[src/rtl/mips_pkg.sv]
// Shared MIPS multicycle definitions: controller states, opcode and aluop
// encodings, and the datapath mux select values.
package mips_pkg;

    // 4-bit state register; encodings 13..15 are unused and recover to FETCH.
    typedef enum logic [3:0] {
        S_FETCH   = 4'd0,
        S_DECODE  = 4'd1,
        S_MEMADR  = 4'd2,
        S_MEMRD   = 4'd3,
        S_MEMWB   = 4'd4,
        S_MEMWR   = 4'd5,
        S_RTYPEEX = 4'd6,
        S_ALUWB   = 4'd7,
        S_BEQEX   = 4'd8,
        S_ADDIEX  = 4'd9,
        S_ORIEX   = 4'd10,
        S_IMMWB   = 4'd11,
        S_JEX     = 4'd12
    } statetype_t;

    localparam logic [5:0] OP_RTYPE = 6'b000000;
    localparam logic [5:0] OP_LW    = 6'b100011;
    localparam logic [5:0] OP_SW    = 6'b101011;
    localparam logic [5:0] OP_BEQ   = 6'b000100;
    localparam logic [5:0] OP_ADDI  = 6'b001000;
    localparam logic [5:0] OP_ORI   = 6'b001101;
    localparam logic [5:0] OP_J     = 6'b000010;

    localparam logic [2:0] ALUOP_ADD   = 3'b000;
    localparam logic [2:0] ALUOP_SUB   = 3'b001;
    localparam logic [2:0] ALUOP_FUNCT = 3'b010;
    localparam logic [2:0] ALUOP_OR    = 3'b011;

    localparam logic [1:0] ALUSRCB_RT    = 2'b00;
    localparam logic [1:0] ALUSRCB_FOUR  = 2'b01;
    localparam logic [1:0] ALUSRCB_IMM   = 2'b10;
    localparam logic [1:0] ALUSRCB_IMMSH = 2'b11;

    localparam logic [1:0] PCSRC_ALU    = 2'b00;
    localparam logic [1:0] PCSRC_ALUOUT = 2'b01;
    localparam logic [1:0] PCSRC_JUMP   = 2'b10;

    // Control word produced by the controller each cycle.
    typedef struct packed {
        logic       mem_req;
        logic       iord;
        logic       irwrite;
        logic       memwrite;
        logic       regwrite;
        logic       regdst;
        logic       memtoreg;
        logic       alusrca;
        logic [1:0] alusrcb;
        logic       zeroext;
        logic [2:0] aluop;
        logic [1:0] pcsrc;
        logic       pcwrite;
        logic       branch;
        logic       illegal_op;
    } ctrl_t;

    function automatic logic is_mem_op(input logic [5:0] op);
        return (op == OP_LW) || (op == OP_SW);
    endfunction

endpackage

[src/rtl/mc_control_fsm.sv]
// Multicycle MIPS main controller: sequences fetch/decode/execute/memory/
// writeback, stalling on the memory-ready handshake.
module mc_control_fsm
    import mips_pkg::*;
(
    input  logic       clk,
    input  logic       reset,
    input  logic [5:0] op,
    input  logic       zero,
    input  logic       mem_ready,
    output logic       mem_req,
    output logic       iord,
    output logic       irwrite,
    output logic       memwrite,
    output logic       regwrite,
    output logic       regdst,
    output logic       memtoreg,
    output logic       alusrca,
    output logic [1:0] alusrcb,
    output logic       zeroext,
    output logic [2:0] aluop,
    output logic [1:0] pcsrc,
    output logic       pcen,
    output logic       illegal_op
);

    statetype_t state_q, state_d;
    ctrl_t      ctrl;

    // NOTE: state is the only storage here; sequential logic uses <= so all
    // flops update together from values sampled before the edge.
    always_ff @(posedge clk) begin
        if (reset) begin
            state_q <= S_FETCH;
        end else begin
            state_q <= state_d;
        end
    end

    // NOTE: every always_comb output is defaulted first so no path infers a latch.
    always_comb begin
        state_d = S_FETCH;
        case (state_q)
            S_FETCH:   state_d = mem_ready ? S_DECODE : S_FETCH;
            S_DECODE: begin
                if (is_mem_op(op)) begin
                    state_d = S_MEMADR;
                end else begin
                    case (op)
                        OP_RTYPE: state_d = S_RTYPEEX;
                        OP_BEQ:   state_d = S_BEQEX;
                        OP_ADDI:  state_d = S_ADDIEX;
                        OP_ORI:   state_d = S_ORIEX;
                        OP_J:     state_d = S_JEX;
                        default:  state_d = S_FETCH;
                    endcase
                end
            end
            S_MEMADR:  state_d = (op == OP_LW) ? S_MEMRD : S_MEMWR;
            S_MEMRD:   state_d = mem_ready ? S_MEMWB : S_MEMRD;
            S_MEMWB:   state_d = S_FETCH;
            S_MEMWR:   state_d = mem_ready ? S_FETCH : S_MEMWR;
            S_RTYPEEX: state_d = S_ALUWB;
            S_ALUWB:   state_d = S_FETCH;
            S_BEQEX:   state_d = S_FETCH;
            S_ADDIEX:  state_d = S_IMMWB;
            S_ORIEX:   state_d = S_IMMWB;
            S_IMMWB:   state_d = S_FETCH;
            S_JEX:     state_d = S_FETCH;
            default:   state_d = S_FETCH;
        endcase
    end

    // Moore decode; mem_ready gates the writes of the memory states, and the
    // whole word is cleared while reset is high so no partial write escapes.
    always_comb begin
        ctrl = '0;
        if (!reset) begin
            case (state_q)
                S_FETCH: begin
                    ctrl.mem_req = 1'b1;
                    ctrl.alusrcb = ALUSRCB_FOUR;
                    ctrl.aluop   = ALUOP_ADD;
                    ctrl.pcsrc   = PCSRC_ALU;
                    ctrl.irwrite = mem_ready;
                    ctrl.pcwrite = mem_ready;
                end
                S_DECODE: begin
                    ctrl.alusrcb = ALUSRCB_IMMSH;
                    ctrl.aluop   = ALUOP_ADD;
                    case (op)
                        OP_RTYPE, OP_LW, OP_SW, OP_BEQ,
                        OP_ADDI, OP_ORI, OP_J: ctrl.illegal_op = 1'b0;
                        default:               ctrl.illegal_op = 1'b1;
                    endcase
                end
                S_MEMADR, S_ADDIEX: begin
                    ctrl.alusrca = 1'b1;
                    ctrl.alusrcb = ALUSRCB_IMM;
                    ctrl.aluop   = ALUOP_ADD;
                end
                S_MEMRD: begin
                    ctrl.mem_req = 1'b1;
                    ctrl.iord    = 1'b1;
                end
                S_MEMWB: begin
                    ctrl.memtoreg = 1'b1;
                    ctrl.regwrite = 1'b1;
                end
                S_MEMWR: begin
                    ctrl.mem_req  = 1'b1;
                    ctrl.iord     = 1'b1;
                    ctrl.memwrite = mem_ready;
                end
                S_RTYPEEX: begin
                    ctrl.alusrca = 1'b1;
                    ctrl.alusrcb = ALUSRCB_RT;
                    ctrl.aluop   = ALUOP_FUNCT;
                end
                S_ALUWB: begin
                    ctrl.regdst   = 1'b1;
                    ctrl.regwrite = 1'b1;
                end
                S_BEQEX: begin
                    ctrl.alusrca = 1'b1;
                    ctrl.alusrcb = ALUSRCB_RT;
                    ctrl.aluop   = ALUOP_SUB;
                    ctrl.pcsrc   = PCSRC_ALUOUT;
                    ctrl.branch  = 1'b1;
                end
                S_ORIEX: begin
                    ctrl.alusrca = 1'b1;
                    ctrl.alusrcb = ALUSRCB_IMM;
                    ctrl.zeroext = 1'b1;
                    ctrl.aluop   = ALUOP_OR;
                end
                S_IMMWB: ctrl.regwrite = 1'b1;
                S_JEX: begin
                    ctrl.pcsrc   = PCSRC_JUMP;
                    ctrl.pcwrite = 1'b1;
                end
                default: ctrl = '0;
            endcase
        end
    end

    assign mem_req    = ctrl.mem_req;
    assign iord       = ctrl.iord;
    assign irwrite    = ctrl.irwrite;
    assign memwrite   = ctrl.memwrite;
    assign regwrite   = ctrl.regwrite;
    assign regdst     = ctrl.regdst;
    assign memtoreg   = ctrl.memtoreg;
    assign alusrca    = ctrl.alusrca;
    assign alusrcb    = ctrl.alusrcb;
    assign zeroext    = ctrl.zeroext;
    assign aluop      = ctrl.aluop;
    assign pcsrc      = ctrl.pcsrc;
    assign pcen       = ctrl.pcwrite | (ctrl.branch & zero);
    assign illegal_op = ctrl.illegal_op;

endmodule

[config.mk]
export PLATFORM = sky130hd
export DESIGN_NAME = mc_control_fsm
export DESIGN_NICKNAME = d
export VERILOG_FILES = /design/src/rtl/mips_pkg.sv /design/src/rtl/mc_control_fsm.sv
export SDC_FILE = /design/constraint.sdc
export NUM_CORES = 1
export LEC_CHECK = 0
export BUFFER_PORTS_ARGS = -buffer_cell sky130_fd_sc_hd__buf_2
export CORE_MARGIN = 4
export CORE_UTILIZATION = 29
export CTS_CLUSTER_DIAMETER = 200
export CTS_CLUSTER_SIZE = 25
export DETAILED_ROUTE_END_ITERATION = 16
export SETUP_SLACK_MARGIN = 0.4
export SYNTH_ARGS = -nofsm -noshare
export SYNTH_HDL_FRONTEND = slang
export SYNTH_SLANG_ARGS = --single-unit
export TNS_END_PERCENT = 100
[constraint.sdc]
create_clock -name clk -period 4.55 [get_ports clk]
set_input_delay 0.455 -clock clk [delete_from_list [all_inputs] [get_ports clk]]
set_output_delay 0.455 -clock clk [all_outputs]
set_load 0.02 [all_outputs]
# After elaboration in Yosys (flattened, before gate mapping)
# Cells that the tools add are included.
# totals
reg_bits	4
in_bits	10
out_inout_bits	18
elab_cells	55
# classes
eq_ne	18
mux	24
bitwise	2
reduce_logical	10
# ops
cell	count
$pmux 4 s7	1
$eq 4x4->1 const B	5
$pmux 4 s5	1
$mux 19	1
$eq 4x3->1 const B	4
$mux 1	13
$eq 6x4->1 const B	2
$eq 6x6->1 const B	2
$pmux 2 s3	2
$mux 3	3
$reduce_or 3->1	3
$eq 4x2->1 const B	2
$reduce_or 7->1	1
$eq 6x2->1 const B	1
$eq 6x3->1 const B	1
$logic_not 6->1	1
$reduce_or 5->1	1
$eq 4x1->1 const B	1
$logic_not 4->1	1
$mux 4	1
$pmux 2 s2	1
$reduce_or 2->1	2
$pmux 1 s2	1
$and 1x1->1	1
other kinds (2)	2

# Logic depth before layout (Yosys ltp)
# depth
ltp_word	7
mapped_depth	5
depth_no_buf	4

# Worst setup path after synthesis
# Ideal clock, no wire load.
# synth_timing
kind	input-to-output
from	input op[2]
to	output illegal_op
arrival_ns	2.072
required_time_ns	4.095
slack_ns	2.023
stages	4
n_path_buf	1
path_cell_list	clkbuf_1 -> maj3_1 -> o21ai_0 -> a2111oi_0
# synth_via
elab_chain_cells	5
word_cells_on_any_way	11
classes_between	eq/ne (6); mux (3); reduce/logical (2)
# synth_lines
element	line	text
start, declared	mc_control_fsm.sv:8	input logic [5:0] op,
$eq 6x6->1 (tied with other cells)	mc_control_fsm.sv:91	case (op)
$reduce_or 7->1 (*)	mc_control_fsm.sv:91	
$mux 1 (*)	mc_control_fsm.sv:91	
$mux 1 (*)	mc_control_fsm.sv:79	case (state_q)
$mux 19 (*)	mc_control_fsm.sv:78	if (!reset) begin
end, declared	mc_control_fsm.sv:24	output logic illegal_op
# Every way passes the cells marked *; elsewhere a longest branch is shown, timed or not.

# Worst setup path in the final report
# layout_timing
from	register state_q[2]
to	output illegal_op
# layout_via
elab_chain_cells	3
# layout_lines
element	line	text
start, declared	mc_control_fsm.sv:27	statetype_t state_q, state_d;
start signal, assigned	mc_control_fsm.sv:36	state_q <= state_d;
$eq 4x1->1	mc_control_fsm.sv:79	
$mux 1	mc_control_fsm.sv:79	
$mux 19	mc_control_fsm.sv:78	
# Every way passes these cells.

==> results.yml <==
pwr:
  power_leakage_nw: 0.309
  ir_drop_uv: 117
  p_per_area_nw_per_um2: 168
  finalPower_mw: 0.125
placed_design:
  gp_congestion: 0.761
  port_buffers: 26
  postPlaceCellArea_sq_um: 726
  dpl.hpwl_mm: 1.26
  place_ws_ns: 2.51
finish:
  syn2layout_area_growth_pct: 21.3
  design_area_sq_um: 748
  nets: 122
  antennaDiodeCount: 0
  top_regs: "state_q x4"
  layout-drive-gt1-share: 0.291
  largest_reg_flops: 4
  top_register: "state_q"
  layout_common_cells: "buf_2, nor2_1, nand2_1"
  layout_commonest_cell: "buf_2"
sta:
  finalCriticalPeriod_ns: 2.16
  fin_crit_sh: 0.476
  setup_viol: 0
  setup-tns-final_ns: 0
  holdWs_ns: 0.600
  report.final.slew_viol_count: 0
  rsz0062_at_grt: "false"
  finalHoldViolations: 0
  skew_ns: 0.000700
  tightest_slew_ns: 0.580
  fmax_mhz: 462
  setup_slack_ns: 2.39
  relSlewSlack: 0.613
floorplanning:
  row_count: 16
  die_area_sq_um: 2930
  die_h_um: 54.1
  initial_core_util: 0.311
  io_pins: 28
  die_w_um: 54.1
  core_area_sq_um: 1980
clocking:
  cts_tree: "yes"
  htree_levels: 1
  clk_latency_ns: 0.23
  ctsHoldBuffers: 0
  path_clk_slew_ns: 0.04
  root_buffer: "clkbuf_4"
  cts_sinks: 4
  cts_buffers: 3
  cts.path.max_buffers: 2
  post_cts_buffers: 0
  cts_resized: 0
synthesis:
  syn_nets: 101
  ys_seq_area_frac: 0.130
  synthMuxAreaShare: 0
  synth_xor_area_frac: 0.0568
  synth-seq-cells: 4
  synth_cell_types: 39
  synth-compound-area-share: 0.300
  synth_fa_ha_area_frac: 0.0162
  synth-simple-area-share: 0.396
  synth_top_family_by_area: "simple AND/OR/NAND/NOR gates"
  postSynthAreaPerCell_sq_um: 6.78
  synthCells: 91
  ys_warn_count: 0
  synthesis.area_sq_um: 617
route:
  num_vias: 730
  ant_nets: 0
  wl_per_cell_um: 12.5
  vias_per_cell: 5.33
  top_layer: "met3"
  wl_mm: 1.71
  drc: 0
  wl_met1_um: 791
  wl_met3_um: 84
  drt_iter0_drc: 8
  route.met2.wl_um: 837
  drt_pre_antenna_iters: 4
global_routing:
  grt_overflow: 0
  antenna_found_initial: 0
  track_usage: 0.126
  grt_pass1_wl_mm: 2.80
  grt_max_degree: 18
  grt_pass1_vias: 672
setup_path:
  slowest_stage: "or3_1"
  cp_num_buf_inv: 1
  cp.arrival_ns: 1.71
  crit_required_ns: 4.09
  worstPathCellList: "or3_1, a2111oi_0, buf_2"
  critPathLaunchType: "flop"
  endpoint_kind: "output pin"
  cp_max_fo: 16
  cp_slowest_stage_delay_ns: 0.47
  worstSetupPathType: "reg -> out"
  cpLargestDelayFamily: "simple AND/OR/NAND/NOR gates"
status:
  outcome: "complete, no violations"
worst_hold_path:
  hp-class: "in -> reg"
job:
  maxCapViolCount: 0
[per-layer routing]
metal | vias to the layer above | track usage
met3 | 0 | 0.0360
met1 | 337 | 0.155
met4 | 0 | 0.0332
li1 | 374 | -
met5 | - | 0
met2 | 19 | 0.211
[kinds of logic after synthesis]
kind of cell    count (synthesis)
simple gates                   45
buf+inv                        11
xor+xnor                        4
fa+ha+maj                       1
compound gates                 25
other cells                     1
flops                           4
[path summary, 6_finish.rpt]
path	from	endpoint	depth (start not counted)	slack (ns)
worst max-delay path	state_q[2]	illegal_op	3	2.39
worst min register to register	state_q[3]	state_q[3]	2	0.70
worst max register to register	state_q[0]	state_q[0]	4	2.77
worst min-delay path	reset	state_q[3]	2	0.60
[layout make-up]
type / instances / area (sq um)
flip-flops and latches: 4 / 80.1
repair buffers: 26 / 130
well taps: 27 / 33.8
inverters: 1 / 3.75
multi-input cells: 76 / 478
clock buffers: 3 / 22.5
fillers: 209 / 1230
[report_power, final]
| part | total, mW | switching (mW) | internal (mW) | leakage (nW) |
|---|---|---|---|---|
| combinational | 0.0401 | 0.0244 | 0.0157 | 0.263 |
| sequential | 0.0408 | 0.00448 | 0.0363 | 0.0325 |
| clock | 0.0444 | 0.0149 | 0.0295 | 0.0138 |
| total | 0.125 | 0.0438 | 0.0816 | 0.309 |
[synth_stat cells, drive strengths merged]
library cell	n	area share
a21o	1	0.012
a2111oi	2	0.028
and3	1	0.010
o21ai	3	0.024
maj3	1	0.016
and2	1	0.010
o22ai	1	0.010
or4b	1	0.022
a211o	1	0.014
nor2	12	0.073
nor4	2	0.030
nand3	2	0.016
a21oi	6	0.049
xor2	1	0.014
dfxtp	4	0.13
a311oi	1	0.014
a32oi	1	0.014
nor3b	1	0.012
nand2	7	0.043
clkbuf	5	0.030
o311ai	1	0.014
inv	1	0.0061
conb	1	0.0061
o22a	2	0.028
buf	5	0.059
nor3	6	0.049
xnor2	3	0.043
nand2b	4	0.041
nand4b	2	0.028
a211oi	2	0.032
or3	3	0.030
nor2b	3	0.030
o221a	1	0.018
a221oi	2	0.028
a22oi	1	0.012
[stage by stage]
step | instances | util
finish | 137 | 0.378
global route | 137 | 0.378
CTS | 137 | 0.378
detailed placement | 134 | 0.366
global placement | 134 | 0.366
floorplan | 91 | -
Power figures use the tool's default switching activity.
